$ cat config.mk
export PLATFORM = sky130hd
export DESIGN_NAME = bram_axis_reader_flat
export DESIGN_NICKNAME = d
export VERILOG_FILES = /design/src/rtl/bram_axis_reader_if.sv /design/src/rtl/bram_axis_reader.sv /design/src/flat_wrapper.sv
export SDC_FILE = /design/constraint.sdc
export NUM_CORES = 1
export LEC_CHECK = 0
export CORE_ASPECT_RATIO = 1.25
export CORE_UTILIZATION = 59
export CTS_CLUSTER_DIAMETER = 60
export DETAILED_ROUTE_END_ITERATION = 8
export PLACE_DENSITY = 0.95
export SKIP_LAST_GASP = 1
export SYNTH_ARGS = -nofsm -noshare
export SYNTH_HDL_FRONTEND = slang
export SYNTH_SLANG_ARGS = --single-unit
$ cat constraint.sdc
create_clock -name clk -period 6.8 [get_ports clk]
set_input_delay 1.7 -clock clk [delete_from_list [all_inputs] [get_ports clk]]
set_output_delay 1.7 -clock clk [all_outputs]
set_load 0.01 [all_outputs]
$ cat src/rtl/bram_axis_reader_if.sv
// rtl/bram_axis_reader_if.sv - BRAM read port and AXI4-Stream master bundle
interface bram_axis_reader_if #(
  parameter int DWIDTH = 32,
  parameter int AWIDTH = 12
) ();
  logic [AWIDTH-1:0] addr_b0;
  logic              ce_b0;
  logic              we_b0;
  logic [DWIDTH-1:0] d_b0;
  logic [DWIDTH-1:0] q_b0;
  logic              m_tvalid;
  logic              m_tready;
  logic [DWIDTH-1:0] m_tdata;
  logic              m_tlast;

  modport master (
    output addr_b0, ce_b0, we_b0, d_b0,
    input  q_b0,
    output m_tvalid, m_tdata, m_tlast,
    input  m_tready
  );

  modport slave (
    input  addr_b0, ce_b0, we_b0, d_b0,
    output q_b0,
    input  m_tvalid, m_tdata, m_tlast,
    output m_tready
  );
endinterface

$ cat src/rtl/bram_axis_reader.sv
// rtl/bram_axis_reader.sv - reads a word count from BRAM address 0 up and streams it out as AXIS
// Define BRAM_OUT_REG_EN for a BRAM with output register: 2-cycle read latency, 3-entry FIFO.
module bram_axis_reader #(
  parameter int CNT_BIT  = 31,
  parameter int DWIDTH   = 32,
  parameter int AWIDTH   = 12,
  parameter int MEM_SIZE = 4096
) (
  input  logic               clk,
  input  logic               reset_n,
  input  logic               i_run,
  input  logic [CNT_BIT-1:0] i_num_cnt,
  output logic               o_idle,
  output logic               o_read,
  output logic               o_done,
  bram_axis_reader_if.master bus
);

`ifdef BRAM_OUT_REG_EN
  localparam int LAT   = 2;
  localparam int DEPTH = 3;
`else
  localparam int LAT   = 1;
  localparam int DEPTH = 2;
`endif
  localparam int PTR_W = $clog2(DEPTH);

  typedef enum logic [1:0] {S_IDLE, S_RUN, S_DONE} state_t;

  state_t             state_q, state_d;
  logic [CNT_BIT-1:0] cnt_q, cnt_d;
  logic [CNT_BIT-1:0] rd_cnt_q, rd_cnt_d;
  logic [CNT_BIT-1:0] tx_cnt_q, tx_cnt_d;
  logic [LAT-1:0]     pipe_q, pipe_d;
  logic [DWIDTH-1:0]  mem_q [DEPTH];
  logic [PTR_W-1:0]   wr_ptr_q, rd_ptr_q;
  logic [1:0]         fill_q;
  logic [1:0]         inflight;
  logic [2:0]         occ;
  logic               issue, push, pop, last_beat, tvalid;

  function automatic logic [PTR_W-1:0] ptr_next(input logic [PTR_W-1:0] p);
    return (p == PTR_W'(DEPTH - 1)) ? '0 : p + PTR_W'(1);
  endfunction

  // Occupancy counts reads still in the BRAM pipeline so the FIFO can never overflow.
  always_comb begin
    inflight = '0;
    for (int i = 0; i < LAT; i++) begin
      inflight = inflight + 2'(pipe_q[i]);
    end
    occ = 3'(fill_q) + 3'(inflight);
  end

  assign tvalid    = (fill_q != 2'd0);
  assign pop       = tvalid & bus.m_tready;
  assign push      = pipe_q[LAT-1];
  assign last_beat = (tx_cnt_q == cnt_q - CNT_BIT'(1));

  always_comb begin
    state_d  = state_q;
    cnt_d    = cnt_q;
    rd_cnt_d = rd_cnt_q;
    tx_cnt_d = tx_cnt_q;
    issue    = 1'b0;
    case (state_q)
      S_IDLE: begin
        if (i_run) begin
          cnt_d    = (i_num_cnt > CNT_BIT'(MEM_SIZE)) ? CNT_BIT'(MEM_SIZE) : i_num_cnt;
          rd_cnt_d = '0;
          tx_cnt_d = '0;
          state_d  = (i_num_cnt == '0) ? S_DONE : S_RUN;
        end
      end
      S_RUN: begin
        issue = (rd_cnt_q < cnt_q) &&
                ((occ < 3'(DEPTH)) || ((occ == 3'(DEPTH)) && pop));
        if (issue) rd_cnt_d = rd_cnt_q + CNT_BIT'(1);
        if (pop)   tx_cnt_d = tx_cnt_q + CNT_BIT'(1);
        if (pop && last_beat) state_d = S_DONE;
      end
      S_DONE:  state_d = S_IDLE;
      default: state_d = S_IDLE;
    endcase
    // Shift the issue flag through the read-latency pipeline; bit LAT-1 is the arriving word.
    pipe_d = LAT'({pipe_q, issue});
  end

  always_ff @(posedge clk or negedge reset_n) begin
    if (!reset_n) begin
      state_q  <= S_IDLE;
      cnt_q    <= '0;
      rd_cnt_q <= '0;
      tx_cnt_q <= '0;
      pipe_q   <= '0;
    end else begin
      state_q  <= state_d;
      cnt_q    <= cnt_d;
      rd_cnt_q <= rd_cnt_d;
      tx_cnt_q <= tx_cnt_d;
      pipe_q   <= pipe_d;
    end
  end

  always_ff @(posedge clk or negedge reset_n) begin
    if (!reset_n) begin
      for (int i = 0; i < DEPTH; i++) mem_q[i] <= '0;
      wr_ptr_q <= '0;
      rd_ptr_q <= '0;
      fill_q   <= '0;
    end else begin
      if (push) begin
        mem_q[wr_ptr_q] <= bus.q_b0;
        wr_ptr_q        <= ptr_next(wr_ptr_q);
      end
      if (pop) rd_ptr_q <= ptr_next(rd_ptr_q);
      case ({push, pop})
        2'b10:   fill_q <= fill_q + 2'd1;
        2'b01:   fill_q <= fill_q - 2'd1;
        default: fill_q <= fill_q;
      endcase
    end
  end

  assign o_idle       = (state_q == S_IDLE);
  assign o_read       = (state_q == S_RUN);
  assign o_done       = (state_q == S_DONE);
  assign bus.addr_b0  = rd_cnt_q[AWIDTH-1:0];
  assign bus.ce_b0    = issue;
  assign bus.we_b0    = 1'b0;
  assign bus.d_b0     = '0;
  // Head entry is registered, so data and last stay put while the beat waits for ready.
  assign bus.m_tvalid = tvalid;
  assign bus.m_tdata  = mem_q[rd_ptr_q];
  assign bus.m_tlast  = tvalid & last_beat;

endmodule

$ cat src/flat_wrapper.sv
// flat-port wrapper written by rule: the top's interface ports become plain ports
module bram_axis_reader_flat 
#(
  parameter int CNT_BIT  = 31,
  parameter int DWIDTH   = 32,
  parameter int AWIDTH   = 12,
  parameter int MEM_SIZE = 4096
)
  (clk, reset_n, i_run, i_num_cnt, o_idle, o_read, o_done, bus_addr_b0, bus_ce_b0, bus_we_b0, bus_d_b0, bus_q_b0, bus_m_tvalid, bus_m_tdata, bus_m_tlast, bus_m_tready);
  bram_axis_reader_if #(.DWIDTH(DWIDTH), .AWIDTH(AWIDTH)) bus_i ();
  input  logic clk;
  input  logic reset_n;
  input  logic i_run;
  input  logic [CNT_BIT-1:0] i_num_cnt;
  output logic o_idle;
  output logic o_read;
  output logic o_done;
  output wire logic [$bits(bus_i.addr_b0)-1:0] bus_addr_b0;
  output wire logic [$bits(bus_i.ce_b0)-1:0] bus_ce_b0;
  output wire logic [$bits(bus_i.we_b0)-1:0] bus_we_b0;
  output wire logic [$bits(bus_i.d_b0)-1:0] bus_d_b0;
  input wire logic [$bits(bus_i.q_b0)-1:0] bus_q_b0;
  output wire logic [$bits(bus_i.m_tvalid)-1:0] bus_m_tvalid;
  output wire logic [$bits(bus_i.m_tdata)-1:0] bus_m_tdata;
  output wire logic [$bits(bus_i.m_tlast)-1:0] bus_m_tlast;
  input wire logic [$bits(bus_i.m_tready)-1:0] bus_m_tready;
  assign bus_addr_b0 = bus_i.addr_b0;
  assign bus_ce_b0 = bus_i.ce_b0;
  assign bus_we_b0 = bus_i.we_b0;
  assign bus_d_b0 = bus_i.d_b0;
  assign bus_i.q_b0 = bus_q_b0;
  assign bus_m_tvalid = bus_i.m_tvalid;
  assign bus_m_tdata = bus_i.m_tdata;
  assign bus_m_tlast = bus_i.m_tlast;
  assign bus_i.m_tready = bus_m_tready;
  bram_axis_reader #(.CNT_BIT(CNT_BIT), .DWIDTH(DWIDTH), .AWIDTH(AWIDTH), .MEM_SIZE(MEM_SIZE)) u_core (.clk(clk), .reset_n(reset_n), .i_run(i_run), .i_num_cnt(i_num_cnt), .o_idle(o_idle), .o_read(o_read), .o_done(o_done), .bus(bus_i));
endmodule
# ---- Word-level counts from Yosys, hierarchy flattened
# Cells that the tools add are included.
dict set report word_totals {
  regBits 164
  latch_bits 0
  ram_bits 0
  rom_bits 0
  inputBits 67
  memories 0
}
dict set report classes {
  add_sub_neg 8
  n_mul 0
  n_div 0
  order_cmp 6
  n_eq_ne 10
  shift 0
  n_mux 20
  bitwise_logic 4
  n_reduce_logical 14
}
# cell count
set op_table {}
lappend op_table {{$mux W32} 4}
lappend op_table {{$mux W31} 4}
lappend op_table {{$pmux W31 S2} 2}
lappend op_table {{$bwmux W64} 1}
lappend op_table {{$add A31 B1 Y31 const B} 2}
lappend op_table {{$demux W32 S1} 1}
lappend op_table {{$eq A31 B31 Y1} 1}
lappend op_table {{$gt A31 B13 Y1 const B} 1}
lappend op_table {{$logic_not A31 Y1} 1}
lappend op_table {{$lt A31 B31 Y1} 1}
lappend op_table {{$sub A31 B1 Y31 const B} 1}
lappend op_table {{$pmux W2 S2} 2}
lappend op_table {{$mux W2} 3}
lappend op_table {{$ne A2 B1 Y1 const B} 3}
lappend op_table {{$reduce_and A3 Y1} 2}
lappend op_table {{$reduce_bool A2 Y1} 3}
lappend op_table {{$eq A2 B1 Y1 const B} 2}
lappend op_table {{$eq A2 B2 Y1 const B} 2}
lappend op_table {{$ge A2 B2 Y1 const B} 2}
lappend op_table {{$logic_and A1 B1 Y1} 4}
lappend op_table {{$not A1 Y2} 2}
lappend op_table {{$reduce_and A2 Y1} 2}
lappend op_table {{$add A2 B1 Y3} 1}
lappend op_table {{$eq A3 B2 Y1 const B} 1}
lappend op_table {{other kinds (10)} 14}

# ---- Longest topological paths before layout
dict set report logic_depth {
  ltp_word 7
  mapped_depth 11
  mapped_depth_nobuf 10
}

# ---- Least setup slack after synthesis
# OpenSTA, ideal clock, no wires.
dict set report synth_timing {
  path_type {in2out}
  from {in bus_m_tready}
  to {out bus_ce_b0}
  arrival_ps 3216
  required_time_ps 5100
  setup_slack_ps 1884
  stages 8
  n_path_buf 0
  path_cell_list {nand2_1 -> inv_2 -> a31oi_1 -> a2111oi_2 -> o2111ai_1 -> a2111oi_4 -> nor2_1 -> inv_1}
}
dict set report synth_between {
  elab_chain_cells 5
}
# item line_no
set synth_rtl {}
lappend synth_rtl {{start: declaration} flat_wrapper.sv:26} ;# input wire logic [$bits(bus_i.m_tready)-1:0] bus_m_tready;
lappend synth_rtl {{$and A1 B1 Y1} bram_axis_reader.sv:56} ;# assign pop = tvalid & bus.m_tready;
lappend synth_rtl {{net u_core.pop} bram_axis_reader.sv:40} ;# logic issue, push, pop, last_beat, tvalid;
lappend synth_rtl {{$logic_and A1 B1 Y1} bram_axis_reader.sv:77} ;# ((occ < 3'(DEPTH)) || ((occ == 3'(DEPTH)) && pop));
lappend synth_rtl {{$logic_or A1 B1 Y1} bram_axis_reader.sv:77}
lappend synth_rtl {{$logic_and A1 B1 Y1} bram_axis_reader.sv:76} ;# issue = (rd_cnt_q < cnt_q) &&
lappend synth_rtl {{$mux W1} bram_axis_reader.sv:66} ;# case (state_q)
lappend synth_rtl {{end: declaration} flat_wrapper.sv:19} ;# output wire logic [$bits(bus_i.ce_b0)-1:0] bus_ce_b0;
# The timed path passes the listed nets, and every way through them passes these cells.

# ---- Worst setup path after layout
# Ends and elaborated chain as after synthesis.

==> flow_summary_export.csv <==
group,metric,value,unit
drt,dr.pass1.iters,7,
logic_synthesis,synth_flop_cell,"dfrtp_1",
logic_synthesis,avgSynthCellArea,10.1,µm²
sta,whs,0.470,ns
clock_network,cts_buffers,17,
global_routing,antenna_found_initial,0,
clock_network,cts.sinks,164,
logic_synthesis,synthAdderAreaFrac,0.0492,
logic_synthesis,synthMuxAreaShare,0.117,
clock_network,holdBufCountCts,0,
logic_synthesis,yosys.area_share.simple,0.170,
sta,rsz0062_at_grt,"false",
setup_path,critical_path.max_stage_delay,0.55,ns
clock_network,cts_root_buf,"clkbuf_16",
floorplanning,io_pins,150,
floorplanning,die-area,16500,µm²
drt,num_vias,7578,
logic_synthesis,netlist_area,9410,µm²
logic_synthesis,yosysUniqueCellTypes,58,
floorplanning,die_h,143,µm
global_routing,grt_first_pass_wirelength,37.7,mm
global_routing,grt_pass1_vias,7546,
pwr,pwr-share-comb,0.380,
global_routing,track_usage,0.299,
pwr,ir_drop,0.288,mV
sta,post-route-period-util,0.906,
pwr,p_clk_frac,0.245,
logic_synthesis,yosysWarnings,0,
clock_network,cts_buffer_depth,2,
pwr,power_density,341,nW/µm²
setup_path,crit_arrival,4.46,ns
logic_synthesis,syn_inst,935,
logic_synthesis,ys_async_sr_fraction,1.00,
sta,fin_worst_skew,0.00646,ns
layout,layout_commonest_cell,"dfrtp_1",
floorplanning,die_w,115,µm
setup_path,crit_path_end_kind,"output port",
floorplanning,initial_utilization,0.604,
run_status,status,"finished clean",
pwr,power.switching,1.24,mW
layout,layout_common_cells,"dfrtp_1, clkdlybuf4s50_1, mux2_2",
drt,drc,0,
sta,worstMarginPinSlew,1.11,ns
layout,area_growth_syn_to_layout,18.2,%
sta,tns,0,ns
sta,setup_viol,0,
sta,layout_setup_ws,0.639,ns
floorplanning,row_count,51,
global_routing,grt_max_degree,81,
layout,antenna_cells,0,
clock_network,post-cts-setup-buffers,0,
place,hpwl,16.1,mm
min_path,worst_hold_path_type,"register to register",
clock_network,path_clk_slew,0.07,ns
layout,final_nets,1137,
clock_network,insertion_delay,0.44,ns
sta,finalHoldViolations,0,
drt,routedWlPerCell,18.8,µm
layout,drive_gt1_frac,0.146,
place,globalplace.congestion,0.923,
setup_path,cp_max_fo,9,
flow_run,cap_violations,0,
sta,relSlewSlack,0.257,
pwr,p_seq_frac,0.375,
clock_network,post_cts_resized,0,
logic_synthesis,synth_compound_area_frac,0.0925,
logic_synthesis,ys_ff_latch,164,
floorplanning,core_area,15600,µm²
clock_network,cts_htree_levels,4,
clock_network,cts_tree,"built",
setup_path,r2r_slack,3.34,ns
sta,fmax,0.162,GHz
pwr,leakage,4.87,nW
logic_synthesis,ys_seq_area_frac,0.436,
setup_path,crit_type,"primary input to output port",
drt,antenna_left,0,
drt,routed_wl,23.6,mm
global_routing,grt-ovfl-total,0,
setup_path,critPathSlowestCell,"clkdlybuf4s50_1",
drt,drtIter0Drc,526,
setup_path,crit_required,5.10,ns
setup_path,crit_chain,"clkdlybuf4s50_1 > nand2_1 > inv_2 > a31oi_1 > a2111oi_2 > o2111ai_1 > a2111oi_4 > nor2_1 > inv_1 > clkdlybuf4s50_1",
logic_synthesis,synth_edf_count,0,
pwr,internal_power,2.56,mW
layout,fin_area,11100,µm²
setup_path,cpMostUsedCell,"clkdlybuf4s50_1",
place,post-place-ws,0.650,ns
sta,drv_slew,0,
drt,viasPerCell,6.02,
place,place_area,10600,µm²
logic_synthesis,synth_top_family_by_area,"simple AND/OR/NAND/NOR gates",
logic_synthesis,synthXorXnorAreaFrac,0.0651,
pwr,p_sw_frac,0.326,
place,numPortBuffers,116,
setup_path,worstSetupStartpointType,"primary input",
sta,min_period,6.16,ns
state kept, by name, summed over array words and instances, names as in the netlist:
name             cells
u_core.fill_q        2
u_core.rd_cnt_q     31
u_core.cnt_q        31
u_core.rd_ptr_q      1
u_core.pipe_q        1
u_core.mem_q        64
u_core.state_q       2
u_core.tx_cnt_q     31
u_core.wr_ptr_q      1
power groups by stage:
stage	Clock, mW	Combinational (mW)	Sequential (mW)
2_1_floorplan	0	0.916	1.35
3_3_place_gp	0	1.36	1.40
3_5_place_dp	0	1.42	1.42
4_1_cts	0.939	1.45	1.42
5_1_grt	0.976	1.54	1.44
6_report	0.929	1.44	1.42
synthesized netlist by cell type (4+ instances only):
| master | count | share of area |
|---|---|---|
| or3_1 | 30 | 0.020 |
| clkbuf_1 | 26 | 0.010 |
| o211ai_1 | 9 | 0.0072 |
| nor2_1 | 81 | 0.032 |
| buf_4 | 45 | 0.036 |
| ha_1 | 37 | 0.049 |
| a21oi_1 | 39 | 0.021 |
| dfrtp_1 | 164 | 0.44 |
| xnor2_1 | 38 | 0.035 |
| nand4_1 | 24 | 0.016 |
| buf_1 | 4 | 0.0016 |
| nor2b_1 | 5 | 0.0033 |
| mux2_2 | 97 | 0.12 |
| or4_1 | 13 | 0.010 |
| nor3_1 | 13 | 0.0069 |
| nor4_1 | 19 | 0.013 |
| o31ai_1 | 8 | 0.0064 |
| and3_1 | 11 | 0.0073 |
| a21o_1 | 16 | 0.013 |
| nand2_1 | 51 | 0.020 |
| and2_1 | 5 | 0.0033 |
| inv_1 | 49 | 0.020 |
| xor2_1 | 32 | 0.030 |
| or2_2 | 4 | 0.0027 |
| and4_1 | 10 | 0.0093 |
| a31oi_1 | 4 | 0.0027 |
| nand3_1 | 18 | 0.0096 |
| o21ai_0 | 45 | 0.024 |
critical path: cells and delay by family:
kind	cells	cell delay, ns
compound gates	4	1.17
buf+inv	4	1.26
simple gates	2	0.34
through the flow:
step                      std cells  total power [mW]   util
after CTS                      1258              3.80  0.714
after global routing           1258              3.96  0.714
after detailed placement       1226              2.84  0.678
after global placement         1226              2.76  0.678
after floorplan                 967              2.27      -
final                          1258              3.79  0.714
final timing paths:
check | startpoint | to | cells past startpoint
max | bus_m_tready | bus_ce_b0 | 10
min | u_core.rd_ptr_q$_DFFE_PN0P_ | u_core.rd_ptr_q$_DFFE_PN0P_ | 1
max reg2reg | u_core.cnt_q[28]$_DFFE_PN0P_ | u_core.rd_cnt_q[18]$_DFFE_PN0P_ | 11
min reg2reg | u_core.rd_ptr_q$_DFFE_PN0P_ | u_core.rd_ptr_q$_DFFE_PN0P_ | 1
max in group asynchronous | reset_n | u_core.pipe_q$_DFF_PN0_ | 2
min in group asynchronous | reset_n | u_core.rd_cnt_q[6]$_DFFE_PN0P_ | 1
area by class of cell:
cell class / instances / area, µm²
clock buffer: 19 / 453
clock inverter: 13 / 114
fill: 1061 / 4450
inverter: 50 / 188
multi-input combinational: 676 / 4780
sequential: 164 / 4100
tap: 212 / 265
timing repair buffer: 124 / 1220
per-layer routing:
metal | routed length [µm] | global-route usage | vias up
met4 | 1220 | 0.187 | 0
met1 | 8920 | 0.340 | 3696
met5 | 0 | 0 | -
li1 | - | - | 3439
met3 | 1320 | 0.0603 | 92
met2 | 12100 | 0.512 | 351
logic make-up (layout without fill, tap and decap cells):
logic type | after synthesis | after routing
buf+inv | 127 | 206
compound gates | 139 | 139
xor+xnor | 70 | 70
flops | 164 | 164
fa+ha+maj | 37 | 37
other cells | 1 | 33
mux | 98 | 98
simple gates | 299 | 299
Note: power is estimated with default switching activity, not from simulation.
